==> src/rtl/temp_conv_pipe_pkg.sv <==
// Shared constants and mode encoding for the temperature conversion pipeline.
package temp_conv_pipe_pkg;

  typedef enum logic {
    MODE_C2F = 1'b0,
    MODE_F2C = 1'b1
  } mode_e;

  localparam int unsigned OFFSET_F = 32;
  localparam int unsigned MUL_C2F  = 9;
  localparam int unsigned DIV_C2F  = 5;
  localparam int unsigned MUL_F2C  = 5;
  localparam int unsigned DIV_F2C  = 9;

endpackage

==> src/rtl/temp_conv_pipe_if.sv <==
// Sample-in / result-out streaming bus for temp_conv_pipe.
interface temp_conv_pipe_if #(
  parameter int DATA_W = 8,
  parameter int OUT_W  = 10,
  parameter int CH_W   = 2
);
  logic              in_valid;
  logic              in_ready;
  logic [DATA_W-1:0] in_data;
  logic [CH_W-1:0]   in_ch;
  logic              in_mode;
  logic              out_valid;
  logic              out_ready;
  logic [OUT_W-1:0]  out_data;
  logic [CH_W-1:0]   out_ch;

  modport master (
    output in_valid, in_data, in_ch, in_mode, out_ready,
    input  in_ready, out_valid, out_data, out_ch
  );

  modport slave (
    input  in_valid, in_data, in_ch, in_mode, out_ready,
    output in_ready, out_valid, out_data, out_ch
  );
endinterface

==> src/rtl/temp_conv_stats.sv <==
// Per-channel min/max/alarm register file, updated on each result transfer.
module temp_conv_stats #(
  parameter int OUT_W  = 10,
  parameter int NUM_CH = 4,
  parameter int CH_W   = 2
) (
  input  logic              clk,
  input  logic              rst,
  input  logic              upd_en,
  input  logic [CH_W-1:0]   upd_ch,
  input  logic [OUT_W-1:0]  upd_data,
  input  logic [OUT_W-1:0]  thresh,
  input  logic [NUM_CH-1:0] alarm_clr,
  output logic [NUM_CH-1:0] alarm,
  input  logic [CH_W-1:0]   stat_ch,
  output logic [OUT_W-1:0]  stat_min,
  output logic [OUT_W-1:0]  stat_max
);

  logic [OUT_W-1:0] min_r [NUM_CH];
  logic [OUT_W-1:0] max_r [NUM_CH];

  // Tags >= NUM_CH never match any index, so they leave the file untouched.
  always_ff @(posedge clk or posedge rst) begin
    if (rst) begin
      alarm <= '0;
      for (int c = 0; c < NUM_CH; c++) begin
        min_r[c] <= '1;
        max_r[c] <= '0;
      end
    end else begin
      for (int c = 0; c < NUM_CH; c++) begin
        if (upd_en && upd_ch == CH_W'(c)) begin
          if (upd_data < min_r[c]) min_r[c] <= upd_data;
          if (upd_data > max_r[c]) max_r[c] <= upd_data;
        end
        if (upd_en && upd_ch == CH_W'(c) && upd_data > thresh) alarm[c] <= 1'b1;
        else if (alarm_clr[c])                                  alarm[c] <= 1'b0;
      end
    end
  end

  always_comb begin
    stat_min = '1;
    stat_max = '0;
    for (int c = 0; c < NUM_CH; c++) begin
      if (stat_ch == CH_W'(c)) begin
        stat_min = min_r[c];
        stat_max = max_r[c];
      end
    end
  end

endmodule

==> src/rtl/temp_conv_pipe.sv <==
// Two-stage stallable C<->F converter with per-channel statistics and alarms.
module temp_conv_pipe
  import temp_conv_pipe_pkg::*;
#(
  parameter int DATA_W = 8,
  parameter int OUT_W  = 10,
  parameter int NUM_CH = 4,
  parameter int CH_W   = 2
) (
  input  logic              clk,
  input  logic              rst,
  temp_conv_pipe_if.slave   bus,
  input  logic [OUT_W-1:0]  thresh,
  output logic [NUM_CH-1:0] alarm,
  input  logic [NUM_CH-1:0] alarm_clr,
  input  logic [CH_W-1:0]   stat_ch,
  output logic [OUT_W-1:0]  stat_min,
  output logic [OUT_W-1:0]  stat_max
);

  localparam int P_W = DATA_W + 4;
  localparam logic [DATA_W-1:0] OFF_D     = DATA_W'(OFFSET_F);
  localparam logic [P_W-1:0]    OFF_P     = P_W'(OFFSET_F);
  localparam logic [P_W-1:0]    MUL_C2F_P = P_W'(MUL_C2F);
  localparam logic [P_W-1:0]    DIV_C2F_P = P_W'(DIV_C2F);
  localparam logic [P_W-1:0]    MUL_F2C_P = P_W'(MUL_F2C);
  localparam logic [P_W-1:0]    DIV_F2C_P = P_W'(DIV_F2C);

  logic             advance;
  mode_e            in_mode;
  logic [P_W-1:0]   p_next;
  logic [P_W-1:0]   r_full;

  logic             s1_valid;
  logic [P_W-1:0]   s1_p;
  mode_e            s1_mode;
  logic [CH_W-1:0]  s1_ch;

  logic             s2_valid;
  logic [OUT_W-1:0] s2_data;
  logic [CH_W-1:0]  s2_ch;

  assign advance      = !s2_valid || bus.out_ready;
  assign bus.in_ready = advance;
  assign in_mode      = mode_e'(bus.in_mode);

  // Multiply first, divide in the next stage, so truncation only happens once.
  always_comb begin
    p_next = '0;
    if (in_mode == MODE_F2C) begin
      if (bus.in_data >= OFF_D) p_next = P_W'(bus.in_data - OFF_D) * MUL_F2C_P;
    end else begin
      p_next = P_W'(bus.in_data) * MUL_C2F_P;
    end
  end

  always_comb begin
    if (s1_mode == MODE_F2C) r_full = s1_p / DIV_F2C_P;
    else                     r_full = s1_p / DIV_C2F_P + OFF_P;
  end

  always_ff @(posedge clk or posedge rst) begin
    if (rst) begin
      s1_valid <= 1'b0;
      s1_p     <= '0;
      s1_mode  <= MODE_C2F;
      s1_ch    <= '0;
      s2_valid <= 1'b0;
      s2_data  <= '0;
      s2_ch    <= '0;
    end else if (advance) begin
      s1_valid <= bus.in_valid;
      s1_p     <= p_next;
      s1_mode  <= in_mode;
      s1_ch    <= bus.in_ch;
      s2_valid <= s1_valid;
      s2_data  <= OUT_W'(r_full);
      s2_ch    <= s1_ch;
    end
  end

  assign bus.out_valid = s2_valid;
  assign bus.out_data  = s2_data;
  assign bus.out_ch    = s2_ch;

  temp_conv_stats #(
    .OUT_W  (OUT_W),
    .NUM_CH (NUM_CH),
    .CH_W   (CH_W)
  ) u_stats (
    .clk       (clk),
    .rst       (rst),
    .upd_en    (s2_valid && bus.out_ready),
    .upd_ch    (s2_ch),
    .upd_data  (s2_data),
    .thresh    (thresh),
    .alarm_clr (alarm_clr),
    .alarm     (alarm),
    .stat_ch   (stat_ch),
    .stat_min  (stat_min),
    .stat_max  (stat_max)
  );

endmodule
==> src/flat_wrapper.sv <==
// flat-port wrapper written by rule: the top's interface ports become plain ports
module temp_conv_pipe_flat import temp_conv_pipe_pkg::*;
#(
  parameter int DATA_W = 8,
  parameter int OUT_W  = 10,
  parameter int NUM_CH = 4,
  parameter int CH_W   = 2
)
  (clk, rst, thresh, alarm, alarm_clr, stat_ch, stat_min, stat_max, bus_in_valid, bus_in_data, bus_in_ch, bus_in_mode, bus_out_ready, bus_in_ready, bus_out_valid, bus_out_data, bus_out_ch);
  temp_conv_pipe_if #(.DATA_W(DATA_W), .OUT_W(OUT_W), .CH_W(CH_W)) bus_i ();
  input  logic clk;
  input  logic rst;
  input  logic [OUT_W-1:0] thresh;
  output logic [NUM_CH-1:0] alarm;
  input  logic [NUM_CH-1:0] alarm_clr;
  input  logic [CH_W-1:0] stat_ch;
  output logic [OUT_W-1:0] stat_min;
  output logic [OUT_W-1:0] stat_max;
  input wire logic [$bits(bus_i.in_valid)-1:0] bus_in_valid;
  input wire logic [$bits(bus_i.in_data)-1:0] bus_in_data;
  input wire logic [$bits(bus_i.in_ch)-1:0] bus_in_ch;
  input wire logic [$bits(bus_i.in_mode)-1:0] bus_in_mode;
  input wire logic [$bits(bus_i.out_ready)-1:0] bus_out_ready;
  output wire logic [$bits(bus_i.in_ready)-1:0] bus_in_ready;
  output wire logic [$bits(bus_i.out_valid)-1:0] bus_out_valid;
  output wire logic [$bits(bus_i.out_data)-1:0] bus_out_data;
  output wire logic [$bits(bus_i.out_ch)-1:0] bus_out_ch;
  assign bus_i.in_valid = bus_in_valid;
  assign bus_i.in_data = bus_in_data;
  assign bus_i.in_ch = bus_in_ch;
  assign bus_i.in_mode = bus_in_mode;
  assign bus_i.out_ready = bus_out_ready;
  assign bus_in_ready = bus_i.in_ready;
  assign bus_out_valid = bus_i.out_valid;
  assign bus_out_data = bus_i.out_data;
  assign bus_out_ch = bus_i.out_ch;
  temp_conv_pipe #(.DATA_W(DATA_W), .OUT_W(OUT_W), .NUM_CH(NUM_CH), .CH_W(CH_W)) u_core (.clk(clk), .rst(rst), .bus(bus_i), .thresh(thresh), .alarm(alarm), .alarm_clr(alarm_clr), .stat_ch(stat_ch), .stat_min(stat_min), .stat_max(stat_max));
endmodule
==> config.mk <==
export PLATFORM = sky130hd
export DESIGN_NAME = temp_conv_pipe_flat
export DESIGN_NICKNAME = d
export VERILOG_FILES = /design/src/rtl/temp_conv_pipe_pkg.sv /design/src/rtl/temp_conv_pipe_if.sv /design/src/rtl/temp_conv_stats.sv /design/src/rtl/temp_conv_pipe.sv /design/src/flat_wrapper.sv
export SDC_FILE = /design/constraint.sdc
export NUM_CORES = 1
export LEC_CHECK = 0
export ABC_AREA = 1
export BUFFER_PORTS_ARGS = -buffer_cell sky130_fd_sc_hd__buf_2
export CAP_MARGIN = 20
export CORE_ASPECT_RATIO = 0.6
export CORE_MARGIN = 2
export CORE_UTILIZATION = 55
export DETAILED_ROUTE_END_ITERATION = 10
export PLACE_DENSITY = 0.79
export SYNTH_ARGS = -nofsm -noshare
export SYNTH_HDL_FRONTEND = slang
export SYNTH_SLANG_ARGS = --single-unit
==> constraint.sdc <==
create_clock -name clk -period 5.9 [get_ports clk]
set_clock_uncertainty 0.15 [all_clocks]
set_input_delay 0.295 -clock clk [delete_from_list [all_inputs] [get_ports clk]]
set_output_delay 0.295 -clock clk [all_outputs]
set_load 0.005 [all_outputs]
==> impl_metrics.json, run 1 <==
{
  "syn_area_um2": 9300,
  "clk_latency_ps": 420,
  "avgSynthCellArea_um2": 7.44,
  "row_count": 36,
  "grt.total_usage_pct": 30.7,
  "wl_met2_um": 11100,
  "synth.yosys.warnings": 0,
  "grt_max_degree": 68,
  "cpMostUsedCell": "nand2_1",
  "ys_ff_latch": 113,
  "finalMaxSlewViolations": 0,
  "min_to": "u_core.s1_p[0]",
  "synthDominantCellAreaShare_pct": 19.6,
  "crit_arrival_ps": 4920,
  "dp_hpwl_um": 20000,
  "nets": 1476,
  "cts_made_buffers": 17,
  "drive_gt1_share_pct": 18.5,
  "holdCritStartpoint": "bus_in_data[0]",
  "synthTopCellsByCount": "nand2_1 (271), inv_1 (187), o21ai_0 (134), ha_1 (116), dfrtp_1 (73)",
  "crit_path_end_kind": "register",
  "crit_required_ps": 6060,
  "gp_congestion": 0.925,
  "syn2layout_area_growth_pct": 13.4,
  "start_util_pct": 56.7,
  "critPathMaxStageDelay_ps": 460,
  "met1Wirelength_um": 12600,
  "vias_per_cell": 5.72,
  "cts_tree": "built",
  "synthTopCellsByArea": "dfrtp_1 (20%), ha_1 (16%), dfstp_2 (11%), nand2_1 (11%), inv_1 (7.5%)",
  "clock-sinks": 113,
  "synth_edf_count": 0,
  "cts_root_buf": "clkbuf_16",
  "fp.dieH_um": 105,
  "clk_path_buf_depth": 2,
  "io_pins": 69,
  "dr.pass1.iters": 5,
  "dpl-instance-area_um2": 9880,
  "nFillCells": 1388,
  "drc_errors": 0,
  "critPathLaunchType": "register",
  "antenna_cells": 0,
  "hp-class": "input pin to register",
  "maxCapViolCount": 0,
  "setup_viol": 0,
  "highest_layer": "met4",
  "ys_async_sr_fraction_pct": 100,
  "met3WireLength_um": 2640,
  "yosysTopAreaCell": "dfrtp_1",
  "critPathSlowestCell": "dfrtp_1",
  "finalInstanceArea_um2": 10600,
  "worst-path-max-fanout": 6,
  "fin_tns_setup_ps": 0,
  "ant_nets": 0,
  "ys.flop_type": "dfrtp_1",
  "status": "finished clean",
  "reg2reg_to": "u_core.bus.out_data[0]",
  "wirelength_um": 26700,
  "syn_inst": 1251,
  "grt_pass1_vias": 8537,
  "coreArea_um2": 16400,
  "whs_path_depth": 3,
  "period_needed_ps": 4760,
  "cp-startpoint": "u_core.s1_p[8]",
  "antenna_found_initial": 0,
  "overflow": 0,
  "worstRegToRegCells": 39,
  "synth_nets": 1400,
  "io_buffers": 68,
  "crit_family": "simple AND/OR/NAND/NOR gates",
  "r2r_slack_ps": 1140,
  "synth-seq-area-share_pct": 30.9,
  "fin_crit_sh_pct": 80.7,
  "worst_pin_slew_ps": 998,
  "rsz0062_at_grt": "false",
  "critical_path_class": "register to register",
  "die-width_um": 172,
  "dr_total_vias": 8966,
  "r2r_start": "u_core.s1_p[8]",
  "cts.clk_slew.worst_paths_ps": 50,
  "fmaxAchievable_ghz": 0.210,
  "relSlewSlack_pct": 33.0,
  "ctsHtreeMaxLevel": 4,
  "grt_pass1_wl_um": 43600,
  "wl_per_cell_um": 17.0,
  "die-area_um2": 18000,
  "synth.most_common_cell": "nand2_1",
  "report.final.hold_viol_count": 0,
  "drt-initial-drc-count": 910,
  "synth_cell_types": 52,
  "crit_buf_inv": 4
}
[worst min-delay path, cell delays in order]
cell,delay [ps]
buf_2,120
nand3_1,80
nand2_1,70
[layout by cell type, fill, tap and decap left out, types with 39 or more instances in the layout]
cell	n
a21oi_1	67
buf_2	68
dfrtp_1	73
dfstp_2	40
ha_1	116
inv_1	186
nand2_1	271
nand2_2	39
nand3_1	57
nor2_1	52
o21ai_0	134
[flip-flops by register name, indices dropped and copies added, names as in the netlist]
signal,count
u_core.u_stats.max_r,40
u_core.u_stats.min_r,40
u_core.s1_p,12
u_core.bus.out_data,10
u_core.u_stats.alarm,4
u_core.bus.out_ch,2
u_core.s1_ch,2
u_core.bus.out_valid,1
u_core.s1_mode,1
u_core.s1_valid,1
[worst max path at each step]
stage | to | slack [ps] | depth (start not counted)
detailed placement | u_core.bus.out_data[0] | 1220 | 39
global placement | u_core.bus.out_data[0] | 1530 | 37
floorplan | u_core.bus.out_data[0] | 1860 | 39
finish | u_core.bus.out_data[0] | 1140 | 39
global route | u_core.bus.out_data[0] | 670 | 38
CTS | u_core.bus.out_data[0] | 1200 | 39
[layout make-up]
type | instances | area [µm²] | area share (%)
Multi-Input combinational cell | 897 | 5490 | 52.1
Sequential cell | 113 | 2880 | 27.3
Inverter | 212 | 812 | 7.70
Clock buffer | 24 | 513 | 4.86
Timing Repair Buffer | 86 | 495 | 4.70
Tap cell | 228 | 285 | 2.70
Clock inverter | 8 | 75.1 | 0.711
[through the flow]
step,utilization [%],std cells,worst slack [ps],hold slack (ps)
floorplan,-,1251,1860,241
finish,64.4,1568,1140,30.0
CTS,64.4,1568,1200,39.2
detailed placement,60.3,1528,1220,270
global placement,60.3,1528,1530,260
global route,64.4,1568,668,76.1
[cell families (layout without fill, tap and decap cells)]
family,Yosys count,after routing,synth area share (%)
buffers and inverters,241,330,10.0
flip-flops,113,113,30.9
AND/OR/NAND/NOR,490,490,25.1
adder cells (fa/ha/maj),118,118,16.0
XOR/XNOR,8,8,0.834
multiplexers,1,1,0.148
AO/OA/AOI/OAI,280,280,16.9
[per-layer routing]
metal,GRT usage (%),vias to the layer above
met5,0,-
met4,8.10,0
met3,7.65,46
met2,44.8,388
met1,45.0,4218
li1,-,4314
[what timing repair did]
action,4_1_cts,5_1_grt
hold endpoints to repair,50,0
setup buffers,0,0
resized for setup,0,0
hold buffers,8,0
Power of run 1 is not shown: default switching activity piles up to over one toggle a cycle in this logic, so the estimate is an artifact.
==> inputs of run 2 (changes only) <==
==> constraint.sdc (replaced) <==
create_clock -name clk -period 4.8 [get_ports clk]
set_clock_uncertainty 0.15 [all_clocks]
set_input_delay 0.24 -clock clk [delete_from_list [all_inputs] [get_ports clk]]
set_output_delay 0.24 -clock clk [all_outputs]
set_load 0.005 [all_outputs]
==> run 2 against run 1 <==
First-iteration DRC count is 5.8% higher. Highest routed layer is now met5. Largest cell class unchanged. Non-clock buffer count rose by 18. Critical endpoint unchanged. Flip-flop and latch count stayed put. Worst hold slack worse by 24 ps.
==> impl_metrics.json, run 2 (synthesis gave the netlist of run 1 again) <==
{
  "ant_nets": 0,
  "die-width_um": 172,
  "io_pins": 69,
  "drc_errors": 0,
  "grt_pass1_wl_um": 42700,
  "clk_latency_ps": 420,
  "dp_worst_setup_slack_ps": 208,
  "fp.dieH_um": 105,
  "nets": 1494,
  "wl_per_cell_um": 17.4,
  "gp_congestion": 0.919,
  "row_count": 36,
  "relSlewSlack_pct": 34.9,
  "syn2layout_area_growth_pct": 18.0,
  "status": "finished clean",
  "reg_top3": "u_core.u_stats.max_r (40), u_core.u_stats.min_r (40), u_core.s1_p (12)",
  "critPathSlowestCell": "dfrtp_2",
  "drive_gt1_share_pct": 21.9,
  "crit_arrival_ps": 4870,
  "crit_path_end_kind": "register",
  "crit_required_ps": 4970,
  "hp-class": "input pin to register",
  "die-area_um2": 18000,
  "fin_tns_setup_ps": 0,
  "fin_ws_ps": 97.0,
  "ctsHtreeMaxLevel": 4,
  "cts_root_buf": "clkbuf_16",
  "fmaxAchievable_ghz": 0.213,
  "coreArea_um2": 16400,
  "start_util_pct": 56.7,
  "dr.pass1.iters": 7,
  "maxCapViolCount": 0,
  "cpMostUsedCell": "nand2_2",
  "io_buffers": 68,
  "worst_pin_slew_ps": 969,
  "fin_crit_sh_pct": 98.0,
  "dr_total_vias": 9207,
  "overflow": 0,
  "critPathMaxStageDelay_ps": 480,
  "cts_tree": "built",
  "cts.clk_slew.worst_paths_ps": 60,
  "mostFrequentLayoutCells": "nand2_1 (260), inv_1 (182), o21ai_0 (133), ha_1 (116), dfrtp_1 (70)",
  "critical_path_class": "register to register",
  "wirelength_um": 27600,
  "antenna_cells": 0,
  "r2r_slack_ps": 100,
  "clk_path_buf_depth": 2,
  "antenna_found_initial": 0,
  "drt-initial-drc-count": 963,
  "setup_viol": 0,
  "grt_pass1_vias": 8530,
  "grt_max_degree": 80,
  "report.final.hold_viol_count": 0,
  "critPathLaunchType": "register",
  "clock-sinks": 113,
  "finalMaxSlewViolations": 0,
  "period_needed_ps": 4700,
  "fin_util_pct": 66.9,
  "holdWs_ps": 5.69,
  "final_common_cell": "nand2_1",
  "worst-path-max-fanout": 6,
  "cts_made_buffers": 17,
  "vias_per_cell": 5.81,
  "dp_hpwl_um": 19200,
  "grt.total_usage_pct": 30.2
}
[run 2: layout make-up]
cell class              instances  area (µm²)
clock buffers                  22         507
flip-flops and latches        113        2880
fillers                      1338        5420
clock inverters                10        71.3
well taps                     228         285
multi-input cells             897        5760
inverters                     212         817
repair buffers                104         653
[run 2: final timing paths]
kind                                       endpoint  depth (start not counted)       startpoint
max                          u_core.bus.out_data[0]                         39   u_core.s1_p[9]
min                                  u_core.s1_p[1]                          3   bus_in_data[1]
max reg2reg                  u_core.bus.out_data[0]                         39   u_core.s1_p[9]
min reg2reg                    u_core.bus.out_valid                          2  u_core.s1_valid
max in group asynchronous  u_core.u_stats.min_r[38]                          5              rst
min in group asynchronous  u_core.u_stats.max_r[14]                          3              rst
[run 2: timing repair]
item / CTS / global route
endpoints found under the hold margin: 65 / 0
setup buffers: 0 / 17
hold buffers: 9 / 0
gates resized for setup: 0 / 62
endpoints found under the setup margin: 0 / 2
[run 2: stage by stage]
step,instance area (µm²),cells
global route,11000,1586
CTS,10500,1568
detailed placement,9880,1527
global placement,9880,1527
finish,11000,1586
floorplan,9300,1251
[run 2: layer usage]
| metal | vias to the layer above | global-route usage (%) | part of all wire, % | routed length [µm] |
|---|---|---|---|---|
| met5 | - | 2.61 | 0.22 | 62 |
| met4 | 2 | 8.28 | 1.8 | 510 |
| met3 | 55 | 9.36 | 11 | 2910 |
| met2 | 432 | 43.4 | 42 | 11600 |
| met1 | 4356 | 43.5 | 45 | 12500 |
| li1 | 4362 | - | - | - |
[run 2: worst max-delay path: cells and delay by family, from the launching register on]
family	cells	cell delay (ps)
and+or+nand+nor	34	3330
DFF	1	480
AOI/OAI and AO/OA	2	380
adders and majority gates	1	160
buffers and inverters	2	90
Power of run 2 is left out for the same reason.
==> inputs of run 3 (changes only) <==
--- a/config.mk
+++ b/config.mk
@@ -13,6 +13,7 @@
 export CORE_UTILIZATION = 55
 export DETAILED_ROUTE_END_ITERATION = 10
 export PLACE_DENSITY = 0.79
+export SLEW_MARGIN = 20
 export SYNTH_ARGS = -nofsm -noshare
 export SYNTH_HDL_FRONTEND = slang
 export SYNTH_SLANG_ARGS = --single-unit
==> constraint.sdc (replaced) <==
create_clock -name clk -period 4.68 [get_ports clk]
set_clock_uncertainty 0.15 [all_clocks]
set_input_delay 0.234 -clock clk [delete_from_list [all_inputs] [get_ports clk]]
set_output_delay 0.234 -clock clk [all_outputs]
set_load 0.005 [all_outputs]
==> run 3 against run 2 <==
Flip-flop and latch count did not move. Cell area rose by 2.5%. Non-clock buffer count grew 13. Register-to-register slack got worse by 90 ps. Largest cell class unchanged. Core utilization is 1.7 points higher. First-iteration DRC count grew 7.0%. Worst hold slack gained 6.1 ps. Via count is essentially flat. Count of clock-buffer cells in the layout increased by 2. Maximum frequency grew 0.62%. Critical endpoint unchanged.
==> impl_metrics.json, run 3 (synthesis gave the netlist of run 1 again) <==
{
  "maxCapViolCount": 0,
  "critPathLaunchType": "register",
  "grt_max_degree": 80,
  "grt.met1_usage_pct": 44.5,
  "row_count": 36,
  "clk_path_buf_depth": 2,
  "start_util_pct": 56.7,
  "die-width_um": 172,
  "drive_gt1_share_pct": 24.0,
  "drt-initial-drc-count": 1030,
  "grt_pass1_vias": 8248,
  "report.final.hold_viol_count": 0,
  "r2r_slack_ps": 6,
  "fp.dieH_um": 105,
  "overflow": 0,
  "cts_made_buffers": 17,
  "clk_latency_ps": 420,
  "io_pins": 69,
  "grt.total_usage_pct": 29.8,
  "grt_pass1_wl_um": 42100,
  "fmaxAchievable_ghz": 0.214,
  "worstRegToRegCells": 40,
  "crit_arrival_ps": 4830,
  "cts.clk_slew.worst_paths_ps": 60,
  "nets": 1507,
  "grtUsageMet3_pct": 8.07,
  "wirelength_um": 27900,
  "relSlewSlack_pct": 32.5,
  "io_buffers": 68,
  "rsz0062_at_grt": "true",
  "period_needed_ps": 4670,
  "holdWs_ps": 11.7,
  "crit_required_ps": 4840,
  "reg_top3": "u_core.u_stats.max_r (40), u_core.u_stats.min_r (40), u_core.s1_p (12)",
  "worst-path-max-fanout": 6,
  "ctsHtreeMaxLevel": 4,
  "vias_per_cell": 5.76,
  "cts_root_buf": "clkbuf_16",
  "top_usage_layer": "met1",
  "die-area_um2": 18000,
  "setup_viol": 0,
  "hp-class": "input pin to register",
  "finalMaxSlewViolations": 0,
  "worst_pin_slew_ps": 1000,
  "clock-sinks": 113,
  "critPathSlowestCell": "dfrtp_2",
  "coreArea_um2": 16400,
  "crit_end": "u_core.bus.out_data[0]",
  "antenna_cells": 0,
  "crit_path_end_kind": "register",
  "cpMostUsedCell": "nand2_4",
  "wl_per_cell_um": 17.4,
  "r2r_start": "u_core.s1_p[9]",
  "dp_hpwl_um": 19000,
  "fin_ws_ps": 5.94,
  "ant_nets": 0,
  "status": "finished clean",
  "critical_path_class": "register to register",
  "drc_errors": 0,
  "gp_congestion": 0.915,
  "cp-startpoint": "u_core.s1_p[9]",
  "dp_worst_setup_slack_ps": 105,
  "fin_tns_setup_ps": 0,
  "critPathMaxStageDelay_ps": 460,
  "dr.pass1.iters": 5,
  "grt.met2_usage_pct": 42.1,
  "dr_total_vias": 9212,
  "fin_crit_sh_pct": 99.9,
  "fin_util_pct": 68.6,
  "mostFrequentLayoutCells": "nand2_1 (250), inv_1 (178), o21ai_0 (133), ha_1 (115), dfrtp_1 (70)",
  "syn2layout_area_growth_pct": 20.9,
  "final_common_cell": "nand2_1",
  "cts_tree": "built",
  "nFillCells": 1271,
  "antenna_found_initial": 0,
  "reg2reg_to": "u_core.bus.out_data[0]"
}
run 3: cell type report:
cell class,instances,area [µm²],share of cell area (%)
Clock buffer,24,514,4.57
Inverter,212,820,7.29
Timing Repair Buffer,117,737,6.55
Tap cell,228,285,2.54
Sequential cell,113,2880,25.6
Clock inverter,8,75.1,0.668
Multi-Input combinational cell,897,5930,52.8
run 3: timing repair:
| action | 4_1_cts | 5_1_grt |
|---|---|---|
| hold endpoints to repair | 66 | 0 |
| gates resized for setup | 0 | 102 |
| setup buffers | 0 | 30 |
| endpoints found under the setup margin | 0 | 2 |
| hold buffers | 10 | 0 |
run 3: per-stage QoR:
step / instance area, µm² / cells
2_1_floorplan: 9300 / 1251
3_3_place_gp: 9880 / 1527
3_5_place_dp: 9880 / 1527
4_1_cts: 10600 / 1569
5_1_grt: 11200 / 1599
6_report: 11200 / 1599
run 3: worst min path at each step:
stage                    from                       to  cells past startpoint
2_1_floorplan    alarm_clr[0]  u_core.u_stats.alarm[0]                      1
6_report       bus_in_data[2]           u_core.s1_p[2]                      3
3_5_place_dp     alarm_clr[0]  u_core.u_stats.alarm[0]                      2
5_1_grt        bus_in_data[2]           u_core.s1_p[2]                      3
3_3_place_gp     alarm_clr[1]  u_core.u_stats.alarm[1]                      2
4_1_cts        bus_in_data[2]           u_core.s1_p[2]                      3
run 3: critical path: cells and delay by family, from the launching register on:
family,cells,cell delay (ps)
buffers and inverters,6,450
adders and majority gates,1,150
and+or+nand+nor,29,2560
DFF,1,460
AOI/OAI and AO/OA,4,770
run 3: per-layer routing:
layer / wire length [µm] / vias to the layer above
li1: - / 4385
met1: 12500 / 4319
met2: 11900 / 466
met3: 3060 / 40
met4: 376 / 2
met5: 52 / -
Power of run 3 is left out for the same reason.
